$ cat config.mk
export PLATFORM = sky130hd
export DESIGN_NAME = raster_multi
export DESIGN_NICKNAME = d
export VERILOG_FILES = /design/src/rtl/raster_multi.sv
export SDC_FILE = /design/constraint.sdc
export NUM_CORES = 1
export LEC_CHECK = 0
export BUFFER_PORTS_ARGS = -buffer_cell sky130_fd_sc_hd__clkbuf_2
export CAP_MARGIN = 30
export CORE_MARGIN = 8
export CORE_UTILIZATION = 55
export CTS_BUF_LIST = sky130_fd_sc_hd__clkbuf_16
export CTS_CLUSTER_SIZE = 16
export DETAILED_ROUTE_END_ITERATION = 10
export PLACE_DENSITY = 0.84
export SLEW_MARGIN = 10
export SYNTH_ARGS = -nofsm -noshare
export SYNTH_HDL_FRONTEND = slang
export SYNTH_SLANG_ARGS = --single-unit
$ cat constraint.sdc
create_clock -name clk -period 4.61 [get_ports clk]
set_input_delay 0.461 -clock clk [delete_from_list [all_inputs] [get_ports clk]]
set_output_delay 0.461 -clock clk [all_outputs]
set_load 0.1 [all_outputs]
$ cat src/rtl/raster_multi.sv
// Scan-line rasteriser: NTRI triangles tested per sample with incremental edge
// functions, fixed index priority, optional back-face culling and texture lookup.
module raster_multi #(
    parameter int          NTRI     = 2,
    parameter int          EW       = 20,
    parameter int          BW       = 22,
    parameter int          FRAC     = 20,
    parameter int          TEXB     = 7,
    parameter int          H_ACTIVE = 640,
    parameter int          V_ACTIVE = 480,
    parameter int          H_TOTAL  = 800,
    parameter int          V_TOTAL  = 525,
    parameter logic [5:0]  BG_COLOR = 6'b010101,
    localparam int         IW       = (NTRI > 1) ? $clog2(NTRI) : 1
) (
    input  logic                   clk,
    input  logic                   reset,
    input  logic [9:0]             x,
    input  logic [9:0]             y,
    input  logic [NTRI*3*EW-1:0]   e_init,
    input  logic [NTRI*3*EW-1:0]   e_dx,
    input  logic [NTRI*2*BW-1:0]   b_init,
    input  logic [NTRI*2*BW-1:0]   b_dx,
    input  logic [NTRI*6-1:0]      front_color,
    input  logic [NTRI*6-1:0]      back_color,
    input  logic [NTRI-1:0]        tex_en,
    input  logic [NTRI-1:0]        uv_swap,
    input  logic                   cull_back,
    output logic [TEXB-1:0]        tex_u,
    output logic [TEXB-1:0]        tex_v,
    input  logic                   texel,
    output logic                   hit_valid,
    output logic [IW-1:0]          hit_idx,
    output logic [5:0]             rgb
);

    localparam logic [9:0] X_LAST = 10'(H_TOTAL - 1);
    localparam logic [9:0] Y_LAST = 10'(V_TOTAL - 1);
    localparam logic [9:0] X_ACT  = 10'(H_ACTIVE);
    localparam logic [9:0] Y_ACT  = 10'(V_ACTIVE);

    typedef enum logic {PH_SAMPLE, PH_SHADE} phase_t;

    phase_t          phase_q, phase_d;
    logic            armed_q, armed_d;
    logic [EW-1:0]   e_q [NTRI][3];
    logic [EW-1:0]   e_d [NTRI][3];
    logic [BW-1:0]   b_q [NTRI][2];
    logic [BW-1:0]   b_d [NTRI][2];
    logic [BW-1:0]   u_q [NTRI];
    logic [BW-1:0]   u_d [NTRI];
    logic [BW-1:0]   v_q [NTRI];
    logic [BW-1:0]   v_d [NTRI];
    logic            bg_q, bg_d;
    logic            back_q, back_d;
    logic [IW-1:0]   idx_q, idx_d;
    logic [IW-1:0]   hit_idx_q, hit_idx_d;
    logic            hit_valid_q, hit_valid_d;
    logic [5:0]      rgb_q, rgb_d;

    logic            reload, active;
    logic [5:0]      fc [NTRI];
    logic [5:0]      bc [NTRI];
    logic [BW-1:0]   iy_n, iz_n;
    logic            found, is_front, is_back;
    logic [2:0]      neg, pos;
    logic            unused_uv;

    assign reload = ((x == X_LAST) && (y < Y_ACT)) || (y == Y_LAST);
    assign active = (x < X_ACT) && (y < Y_ACT);

    always_comb begin
        for (int unsigned k = 0; k < NTRI; k++) begin
            fc[k] = front_color[6*k +: 6];
            bc[k] = back_color[6*k +: 6];
        end
    end

    // Only the texture-address window of u/v reaches an output.
    always_comb begin
        unused_uv = 1'b0;
        for (int unsigned k = 0; k < NTRI; k++) begin
            unused_uv = unused_uv ^ (^u_q[k]) ^ (^v_q[k]);
        end
    end

    always_comb begin
        phase_d     = phase_q;
        armed_d     = armed_q;
        e_d         = e_q;
        b_d         = b_q;
        u_d         = u_q;
        v_d         = v_q;
        bg_d        = bg_q;
        back_d      = back_q;
        idx_d       = idx_q;
        rgb_d       = rgb_q;
        hit_valid_d = hit_valid_q;
        hit_idx_d   = hit_idx_q;
        iy_n        = '0;
        iz_n        = '0;
        found       = 1'b0;
        is_front    = 1'b0;
        is_back     = 1'b0;
        neg         = '0;
        pos         = '0;

        if (reload) begin
            for (int unsigned k = 0; k < NTRI; k++) begin
                for (int unsigned j = 0; j < 3; j++) begin
                    e_d[k][j] = e_init[(3*k+j)*EW +: EW];
                end
                b_d[k][0] = b_init[(2*k)*BW +: BW];
                b_d[k][1] = b_init[(2*k+1)*BW +: BW];
            end
            phase_d = PH_SAMPLE;
            armed_d = 1'b1;
        end else if (active && armed_q) begin
            if (phase_q == PH_SAMPLE) begin
                phase_d = PH_SHADE;
                for (int unsigned k = 0; k < NTRI; k++) begin
                    iy_n      = b_q[k][0] + b_dx[(2*k)*BW +: BW];
                    iz_n      = b_q[k][1] + b_dx[(2*k+1)*BW +: BW];
                    b_d[k][0] = iy_n;
                    b_d[k][1] = iz_n;
                    u_d[k]    = uv_swap[k] ? (iy_n + iz_n) : iz_n;
                    v_d[k]    = uv_swap[k] ? iy_n : (iy_n + iz_n);
                end
                // Lowest index wins; a culled back face lets the search continue.
                bg_d   = 1'b1;
                back_d = 1'b0;
                idx_d  = '0;
                for (int unsigned k = 0; k < NTRI; k++) begin
                    for (int unsigned j = 0; j < 3; j++) begin
                        neg[j] = e_q[k][j][EW-1];
                        pos[j] = !e_q[k][j][EW-1] && (e_q[k][j] != '0);
                    end
                    is_front = &neg;
                    is_back  = &pos;
                    if (!found && (is_front || (is_back && !cull_back))) begin
                        found  = 1'b1;
                        bg_d   = 1'b0;
                        back_d = !is_front;
                        idx_d  = IW'(k);
                    end
                end
            end else begin
                phase_d = PH_SAMPLE;
                if (bg_q)
                    rgb_d = BG_COLOR;
                else if (back_q)
                    rgb_d = bc[idx_q];
                else if (tex_en[idx_q])
                    rgb_d = texel ? fc[idx_q] : 6'b0;
                else
                    rgb_d = fc[idx_q];
                hit_valid_d = !bg_q;
                hit_idx_d   = idx_q;
                for (int unsigned k = 0; k < NTRI; k++) begin
                    for (int unsigned j = 0; j < 3; j++) begin
                        e_d[k][j] = e_q[k][j] + e_dx[(3*k+j)*EW +: EW];
                    end
                end
            end
        end
    end

    always_ff @(posedge clk) begin
        if (reset) begin
            phase_q     <= PH_SAMPLE;
            armed_q     <= 1'b0;
            e_q         <= '{default: '0};
            b_q         <= '{default: '0};
            u_q         <= '{default: '0};
            v_q         <= '{default: '0};
            bg_q        <= 1'b0;
            back_q      <= 1'b0;
            idx_q       <= '0;
            rgb_q       <= '0;
            hit_valid_q <= 1'b0;
            hit_idx_q   <= '0;
        end else begin
            phase_q     <= phase_d;
            armed_q     <= armed_d;
            e_q         <= e_d;
            b_q         <= b_d;
            u_q         <= u_d;
            v_q         <= v_d;
            bg_q        <= bg_d;
            back_q      <= back_d;
            idx_q       <= idx_d;
            rgb_q       <= rgb_d;
            hit_valid_q <= hit_valid_d;
            hit_idx_q   <= hit_idx_d;
        end
    end

    assign tex_u     = u_q[idx_q][FRAC-1 -: TEXB];
    assign tex_v     = v_q[idx_q][FRAC-1 -: TEXB];
    assign rgb       = rgb_q;
    assign hit_valid = hit_valid_q;
    assign hit_idx   = hit_idx_q;

endmodule

# Yosys cells after proc, flatten, opt, wreduce, memory -nomap -nowiden
# Index checks and enable logic that the tools add are counted.
# classes
muxes	38
addsub	12
n_bitwise	3
eq_ne	3
reduce_logical	43
order_cmp	4
# op_table
op	count
two-way mux 120 bit	3
two-way mux 88 bit	3
two-way mux 20 bit	10
adder 20 bit	8
nonzero test 20 bit	6
adder 22 bit	4
two-way mux 6 bit	10
== test 10 bit (second input constant)	2
AND reduction 3 bit	6
logical AND 1 bit	12
two-way mux 1 bit	12
logical NOT 1 bit	11
< comparator 10 bit (second input constant)	1
< comparator 10 x 9 -> 1 bit (second input constant)	1
AND reduction 2 bit	2
nonzero test 2 bit	2
logical OR 1 bit	3
>= comparator 2 bit (second input constant)	1
< comparator 1 x 2 -> 1 bit (second input constant)	1
inequality test 2 x 1 -> 1 bit (second input constant)	1
NOT 1 bit	2
NOT 1 -> 2 bit	1
OR reduction 2 bit	1
# word_totals
register_bits	301
wordCells	125
output_inout_bits	22

# Logic depth before layout (Yosys ltp)
# Gate-level depths: netlist of the first run.
# logic_depth
word_depth	12
mapped_depth	19
mapped_depth_nobuf	19

# Worst setup path after synthesis of the first run
# Ideal clock, no wire load.
# synth_path
path_type	in2reg
from	input port b_dx[44]
to	register v_q[19] in the netlist's numbering
cell_stages	19
arrival_time_ns	3.961
path_slack_ns	0.516
n_path_buf	0
required_ns	4.477
cell_sequence	ha_1 -> fa_1 -> a211oi_1 -> o21ai_0 -> nand2_1 -> o21ai_0 -> a21o_1 -> a21o_1 -> a21oi_1 -> xnor2_1 -> ha_1 -> o21a_1 -> o2111a_1 -> a211o_1 -> a21oi_2 -> a2111oi_2 -> a211oi_2 -> mux2i_1 -> a31oi_1
# synth_via
elab_chain_cells	3
# synth_rtl
item	line	source
start: declaration	23	input logic [NTRI*2*BW-1:0] b_dx,
adder 22 bit *	122	iy_n = b_q[k][0] + b_dx[(2*k)*BW +: BW];
adder 20 bit	127	v_d[k] = uv_swap[k] ? iy_n : (iy_n + iz_n);
two-way mux 20 bit *	127	
end signal: assignment	188	v_q <= v_d;
end: declaration	52	logic [BW-1:0] v_q [NTRI];
# Every way passes the cells marked *; elsewhere a longest branch is shown, timed or not.
# A chain may end at the register's enable or synchronous reset.

# Worst setup path in the final report of the first run
# layout_path
from	register b_q[44] in the netlist's numbering
to	register u_q[40] in the netlist's numbering
# layout_via
elab_chain_cells	3
# layout_rtl
item	line	source
start: declaration	48	logic [BW-1:0] b_q [NTRI][2];
start signal: assignment	173	b_q <= '{default: '0};
start signal: assignment	186	b_q <= b_d;
adder 22 bit *	123	iz_n = b_q[k][1] + b_dx[(2*k+1)*BW +: BW];
adder 20 bit	126	u_d[k] = uv_swap[k] ? (iy_n + iz_n) : iz_n;
two-way mux 20 bit *	126	
end signal: assignment	187	u_q <= u_d;
end: declaration	50	logic [BW-1:0] u_q [NTRI];
# Marks and branches as above.

==> flow_metrics.env, run 1 <==
export IMPL_die_w_um=209
export IMPL_drtIter0Drc=2123
export IMPL_tightest_slew_ps=909
export IMPL_syn_avg_cell_area_um2=7.67
export IMPL_seq_area_frac_synth_pct=23.6
export IMPL_maxSlewViolCount=0
export IMPL_fin_nets=3783
export IMPL_via_per_inst=6.36
export IMPL_gp_congestion=1.00
export IMPL_ys_types=86
export IMPL_port_buffers=473
export IMPL_min_period_ps=4310
export IMPL_fmax_mhz=232
export IMPL_switching_share_pct=28.2
export IMPL_clock_sinks=241
export IMPL_postRouteAntennaNets=0
export IMPL_first_pass_iters=6
export IMPL_cp_arrival_ps=4780
export IMPL_die_area_um2=43600
export IMPL_synth_most_common_cell="a21oi_1"
export IMPL_cts_made_buffers=31
export IMPL_initial_utilization_pct=55.9
export IMPL_max_slew_margin_rel_pct=39.3
export IMPL_synth_top_area_share_pct=23.6
export IMPL_cts_buffer_depth=3
export IMPL_cellLeakagePower_uw=0.0108
export IMPL_grt_antenna_before_repair=5
export IMPL_p_seq_share_pct=38.3
export IMPL_vias=22800
export IMPL_die_h_um=209
export IMPL_netlist_area_um2=20400
export IMPL_power_density_nw_per_um2=224
export IMPL_grt_usage_pct=32.5
export IMPL_critPathLaunchType="flip-flop"
export IMPL_rows=70
export IMPL_yosysTopAreaCell="dfxtp_1"
export IMPL_critical_path_required_ps=5080
export IMPL_grt_overflow=0
export IMPL_synth_warning_count=0
export IMPL_grt_max_degree=114
export IMPL_cts_root_buffer="clkbuf_16"
export IMPL_synth_edff_count=0
export IMPL_design_area_um2=24300
export IMPL_synth_seq_cells=241
export IMPL_clk_insertion_delay_late_ps=590
export IMPL_cts_tree="yes"
export IMPL_hold_class="in -> reg"
export IMPL_finalClockSkew_ps=14.2
export IMPL_drive_gt1_share_pct=20.0
export IMPL_irDropWorstVdd_mv=0.280
export IMPL_rr_startpoint="b_q[44]"
export IMPL_clk_pin_slew_ps=70
export IMPL_postLayoutCoreUtil_pct=66.5
export IMPL_finalWirelength_um=75300
export IMPL_grt_pass1_vias=22700
export IMPL_min_delay_start="e_init[81]"
export IMPL_pwr_share_clk_pct=45.3
export IMPL_grt_pass1_wl_um=118000
export IMPL_crit_type="reg -> reg"
export IMPL_ios=490
export IMPL_setup_viol=0
export IMPL_fin_crit_sh_pct=93.6
export IMPL_crit_start="b_q[44]"
export IMPL_synth_area_top_cells="dfxtp_1 24%, ha_1 14%, a21oi_1 7.8%, nand2_1 5.6%, xnor2_1 5.3%"
export IMPL_status="complete, no violations"
export IMPL_synth_cells=2666
export IMPL_routedWlPerCell_um=21.0
export IMPL_core_region_area_um2=36600
export IMPL_hpwl_um=57400
export IMPL_hold_viol=0
export IMPL_synthArstFlopShare_pct=0
export IMPL_pwr_share_comb_pct=16.4
export IMPL_post_place_ws_ps=-9.59
export IMPL_synth_ff_type="dfxtp_1"
export IMPL_placed_area_um2=23300
export IMPL_syn_nets=3366
export IMPL_htreeDepth=1
export IMPL_rsz0062_at_grt="false"
export IMPL_area_growth_pct=19.0
export IMPL_power_internal_uw=3920
export IMPL_fin_ws_ps=296
export IMPL_hold_buffers=0
export IMPL_worst_path_max_fanout=4
export IMPL_yosys_top_cells_count="318 x a21oi_1, 307 x nand2_1, 241 x dfxtp_1"
export IMPL_cts_setup_buffers=0
export IMPL_cap_violations=0
export IMPL_switchingPower_uw=1540
export IMPL_worstSetupEndpointType="flip-flop"
export IMPL_power_uw=5460
export IMPL_drcViolationCount=0
export IMPL_rrSetupSlack_ps=300
export IMPL_cts_resized_gates=0
[logic make-up after synthesis]
family,Yosys count,share of synthesized area [%]
multiplexers,39,2.06
AO/OA/AOI/OAI,955,30.3
buffers and inverters,210,3.87
flip-flops,241,23.6
adder cells (fa/ha/maj),233,14.6
XOR/XNOR,161,6.90
AND/OR/NAND/NOR,827,18.7
[worst max-delay path: stages, from the launching register on]
cell	delay [ps]
dfxtp_1	320
ha_1	200
fa_1	440
a211oi_2	300
nor2_1	100
o21ai_0	240
a2bb2oi_1	150
ha_1	350
a21o_1	180
a221oi_1	240
nor2_1	80
o21a_1	210
a21o_1	180
a221oi_2	340
o31ai_2	170
o21ai_0	230
nor4_1	130
a221oi_1	250
a21oi_1	110
[per-stage QoR]
stage          std cells  TNS (ps)  hold slack (ps)
2_1_floorplan       2666         0              420
3_3_place_gp        3517         0              430
3_5_place_dp        3518     -9.59              439
4_1_cts             3575         0             93.4
5_1_grt             3579         0              120
6_report            3579         0              113
[worst paths after layout]
path	end	cells past startpoint
min reg2reg	u_q[17]	1
max reg2reg	u_q[40]	18
max	u_q[40]	18
min	e_q[21]	3
[layout by cell type (no fill, tap or decap), types with 12 or more instances in the layout]
| cell type | count |
|---|---|
| clkbuf_2 | 472 |
| a21oi_1 | 318 |
| nand2_1 | 305 |
| dfxtp_1 | 241 |
| ha_1 | 222 |
| nor2_1 | 210 |
| o21ai_0 | 163 |
| xnor2_1 | 124 |
| a22oi_1 | 106 |
| inv_1 | 89 |
| nor3_1 | 65 |
| a21o_1 | 62 |
| nand3_1 | 42 |
| nor4_1 | 38 |
| xor2_1 | 37 |
| a311oi_1 | 37 |
| a211oi_1 | 35 |
| clkbuf_16 | 31 |
| buf_4 | 31 |
| or3_1 | 29 |
| nor2b_1 | 28 |
| o211ai_1 | 26 |
| o21a_1 | 25 |
| mux2_2 | 24 |
| a31oi_1 | 23 |
| and3_1 | 22 |
| nand2b_1 | 18 |
| nand4_1 | 16 |
| o21bai_1 | 15 |
| mux2i_1 | 15 |
| a21boi_0 | 14 |
| a221oi_1 | 13 |
| a211o_1 | 12 |
| and2_1 | 12 |
[area by class of cell]
type | instances | area, um2
Antenna cell | 4 | 10.0
Clock buffer | 31 | 776
Clock inverter | 26 | 231
Fill cell | 3119 | 12300
Inverter | 86 | 323
Multi-Input combinational cell | 2215 | 14900
Sequential cell | 241 | 4820
Tap cell | 468 | 586
Timing Repair Buffer | 508 | 2690
[sequential cells by signal (all words and copies together) (netlist names)]
name,flops
v_q,14
back_q,1
rgb,6
phase_q,1
hit_valid,1
bg_q,1
idx_q,1
hit_idx,1
u_q,14
e_q,120
armed_q,1
b_q,80
[power by group through the flow]
stage | logic (uW) | registers (uW) | clock network, uW
5_1_grt | 966 | 2090 | 2570
3_3_place_gp | 841 | 2130 | 0
6_report | 896 | 2090 | 2470
2_1_floorplan | 490 | 2130 | 0
3_5_place_dp | 864 | 2130 | 0
4_1_cts | 875 | 2090 | 2490
[layer usage]
metal / vias up / routed length, um / global-route usage, % / share of wire [%]
met1: 10600 / 30200 / 39.9 / 40
met3: 226 / 7050 / 6.61 / 9.4
li1: 10700 / - / - / -
met5: - / 12 / 0 / 0.016
met2: 1195 / 34100 / 53.8 / 45
met4: 2 / 3930 / 15.8 / 5.2
Note: power is estimated with default switching activity, not from simulation.
==> run 2, diff against run 1 <==
==> constraint.sdc (replaced) <==
create_clock -name clk -period 4.1 [get_ports clk]
set_input_delay 0.41 -clock clk [delete_from_list [all_inputs] [get_ports clk]]
set_output_delay 0.41 -clock clk [all_outputs]
set_load 0.1 [all_outputs]
==> run 2 against run 1 <==
  * Sequential share of layout area down 0.85 points
  * Register-to-register slack got worse by 260 ps
  * Worst setup slack lost 260 ps
==> flow_metrics.env, run 2 (synthesis results as in run 1) <==
export IMPL_status="complete, no violations"
export IMPL_maxSlewViolCount=0
export IMPL_setup_viol=0
export IMPL_final_cell_mix="472 x clkbuf_2, 307 x a21oi_1, 304 x nand2_1, 239 x dfxtp_1, 214 x ha_1"
export IMPL_final_common_cell="clkbuf_2"
export IMPL_die_w_um=209
export IMPL_cts_buffer_depth=3
export IMPL_slowest_stage="fa_2"
export IMPL_fin_crit_sh_pct=99.2
export IMPL_core_region_area_um2=36600
export IMPL_critical_path_max_stage_delay_ps=390
export IMPL_crit_buf_inv=1
export IMPL_irDropWorstVdd_mv=0.293
export IMPL_cap_violations=0
export IMPL_clk_insertion_delay_late_ps=580
export IMPL_top_register="e_q"
export IMPL_htreeDepth=1
export IMPL_die_h_um=209
export IMPL_largest_reg_flops=120
export IMPL_path_depth=19
export IMPL_post_place_ws_ps=-400
export IMPL_initial_utilization_pct=55.9
export IMPL_finalClockSkew_ps=8.41
export IMPL_grt_antenna_before_repair=5
export IMPL_hpwl_um=58700
export IMPL_reg2reg_depth=19
export IMPL_clock_sinks=241
export IMPL_finalWirelength_um=78100
export IMPL_fin_nets=3868
export IMPL_fin_ws_ps=33.2
export IMPL_area_growth_pct=24.4
export IMPL_critical_path_most_common_cell="a21o_1"
export IMPL_postRouteAntennaNets=0
export IMPL_grt_pass1_vias=22400
export IMPL_min_period_ps=4070
export IMPL_grt_max_degree=142
export IMPL_layoutNonFillerInstCount=3660
export IMPL_die_area_um2=43600
export IMPL_via_per_inst=6.38
export IMPL_rows=70
export IMPL_dp_cells=3587
export IMPL_hold_depth=3
export IMPL_rsz0062_at_grt="true"
export IMPL_drcViolationCount=0
export IMPL_grt_pass1_wl_um=120000
export IMPL_power_uw=6310
export IMPL_top_regs="e_q x120, b_q x80"
export IMPL_placed_area_um2=23800
export IMPL_gp_congestion=0.976
export IMPL_worst_path_max_fanout=2
export IMPL_drive_gt1_share_pct=24.2
export IMPL_drtIter0Drc=2136
export IMPL_grt_usage_pct=33.0
export IMPL_critPathTopFamily="compound AO/OA/AOI/OAI gates"
export IMPL_crit_chain="ha_4 > fa_2 > buf_4 > a21o_1 > a21oi_2 > xnor2_2 > ha_1 > a21o_1 > a21oi_1 > o21ai_1 > a41o_1 > o21a_1 > o2111a_1 > a211o_1 > a21oi_4 > a2111oi_4 > a211oi_2 > mux2i_1 > a31oi_1"
export IMPL_cts_tree="yes"
export IMPL_port_buffers=473
export IMPL_grt_overflow=0
export IMPL_cellLeakagePower_uw=0.0113
export IMPL_critical_path_required_ps=4530
export IMPL_vias=23300
export IMPL_first_pass_iters=8
export IMPL_hold_class="in -> reg"
export IMPL_fmax_mhz=246
export IMPL_cp_arrival_ps=4500
export IMPL_cts_root_buffer="clkbuf_16"
export IMPL_hold_viol=0
export IMPL_critPathLaunchType="flip-flop"
export IMPL_max_slew_margin_rel_pct=41.2
export IMPL_tightest_slew_ps=880
export IMPL_power_density_nw_per_um2=248
export IMPL_crit_type="reg -> reg"
export IMPL_clk_pin_slew_ps=70
export IMPL_cts_made_buffers=29
export IMPL_design_area_um2=25400
export IMPL_routedWlPerCell_um=21.3
export IMPL_worstSetupEndpointType="flip-flop"
export IMPL_ios=490
[run 2: cell count changes in the layout (fill, tap and decap cells not counted), sizes merged]
| cell | before | now |
|---|---|---|
| diode | 4 | 2 |
| buf | 36 | 123 |
| clkinv | 15 | 12 |
| inv | 90 | 86 |
| clkinvlp | 3 | 5 |
| bufinv | 4 | 7 |
| clkbuf | 503 | 501 |
[run 2: final cells by class]
class / instances / area, um2
Tap cell: 468 / 586
Clock inverter: 24 / 303
Clock buffer: 29 / 726
Sequential cell: 241 / 4830
Timing Repair Buffer: 595 / 3370
Fill cell: 2960 / 11200
Antenna cell: 2 / 5.00
Inverter: 86 / 323
Multi-Input combinational cell: 2215 / 15300
[run 2: per-layer routing]
| layer | track usage [%] | wire length, um |
|---|---|---|
| met1 | 41.1 | 31200 |
| met2 | 54.9 | 35600 |
| met3 | 6.85 | 7640 |
| met4 | 13.8 | 3600 |
| met5 | 0 | 38 |
[run 2: worst register-to-register path, cell delays in order (launching register included)]
cell and delay (ps):
dfxtp_2 340, ha_4 160, fa_2 390, buf_4 150, a21o_1 160, a21oi_2 180, xnor2_2 140, ha_1 260
a21o_1 160, a21oi_1 130, o21ai_1 100, a41o_1 260, o21a_1 180, o2111a_1 110, a211o_1 280, a21oi_4 210
a2111oi_4 100, a211oi_2 270, mux2i_1 230, a31oi_1 90
[run 2: through the flow]
stage / setup TNS, ps / util [%] / hold slack [ps]
2_1_floorplan: 0 / - / 420
3_3_place_gp: -2060 / 65.0 / 432
3_5_place_dp: -4950 / 65.1 / 451
4_1_cts: -5.42 / 68.3 / 48.5
5_1_grt: -1150 / 69.5 / 65.5
6_report: 0 / 69.5 / 68.5
[run 2: what timing repair did]
| item | in CTS | in global routing |
|---|---|---|
| setup buffers | 7 | 12 |
| pin swaps | 14 | 32 |
| gates resized for setup | 17 | 74 |
| endpoints found under the setup margin | 15 | 25 |
| gates cloned | 0 | 0 |
| hold buffers | 0 | 0 |
[run 2: report_power, final]
group | switching [uW] | internal, uW
clock | 1140 | 1720
combinational | 598 | 501
sequential | 2.71 | 2340
total | 1740 | 4570
[run 2: worst paths after layout]
path                                end        start  slack, ps
worst max-delay path            v_q[19]      b_q[22]         30
worst min-delay path             e_q[1]  e_init[101]         70
worst max register to register  v_q[19]      b_q[22]         30
worst min register to register  v_q[38]      v_q[38]        450
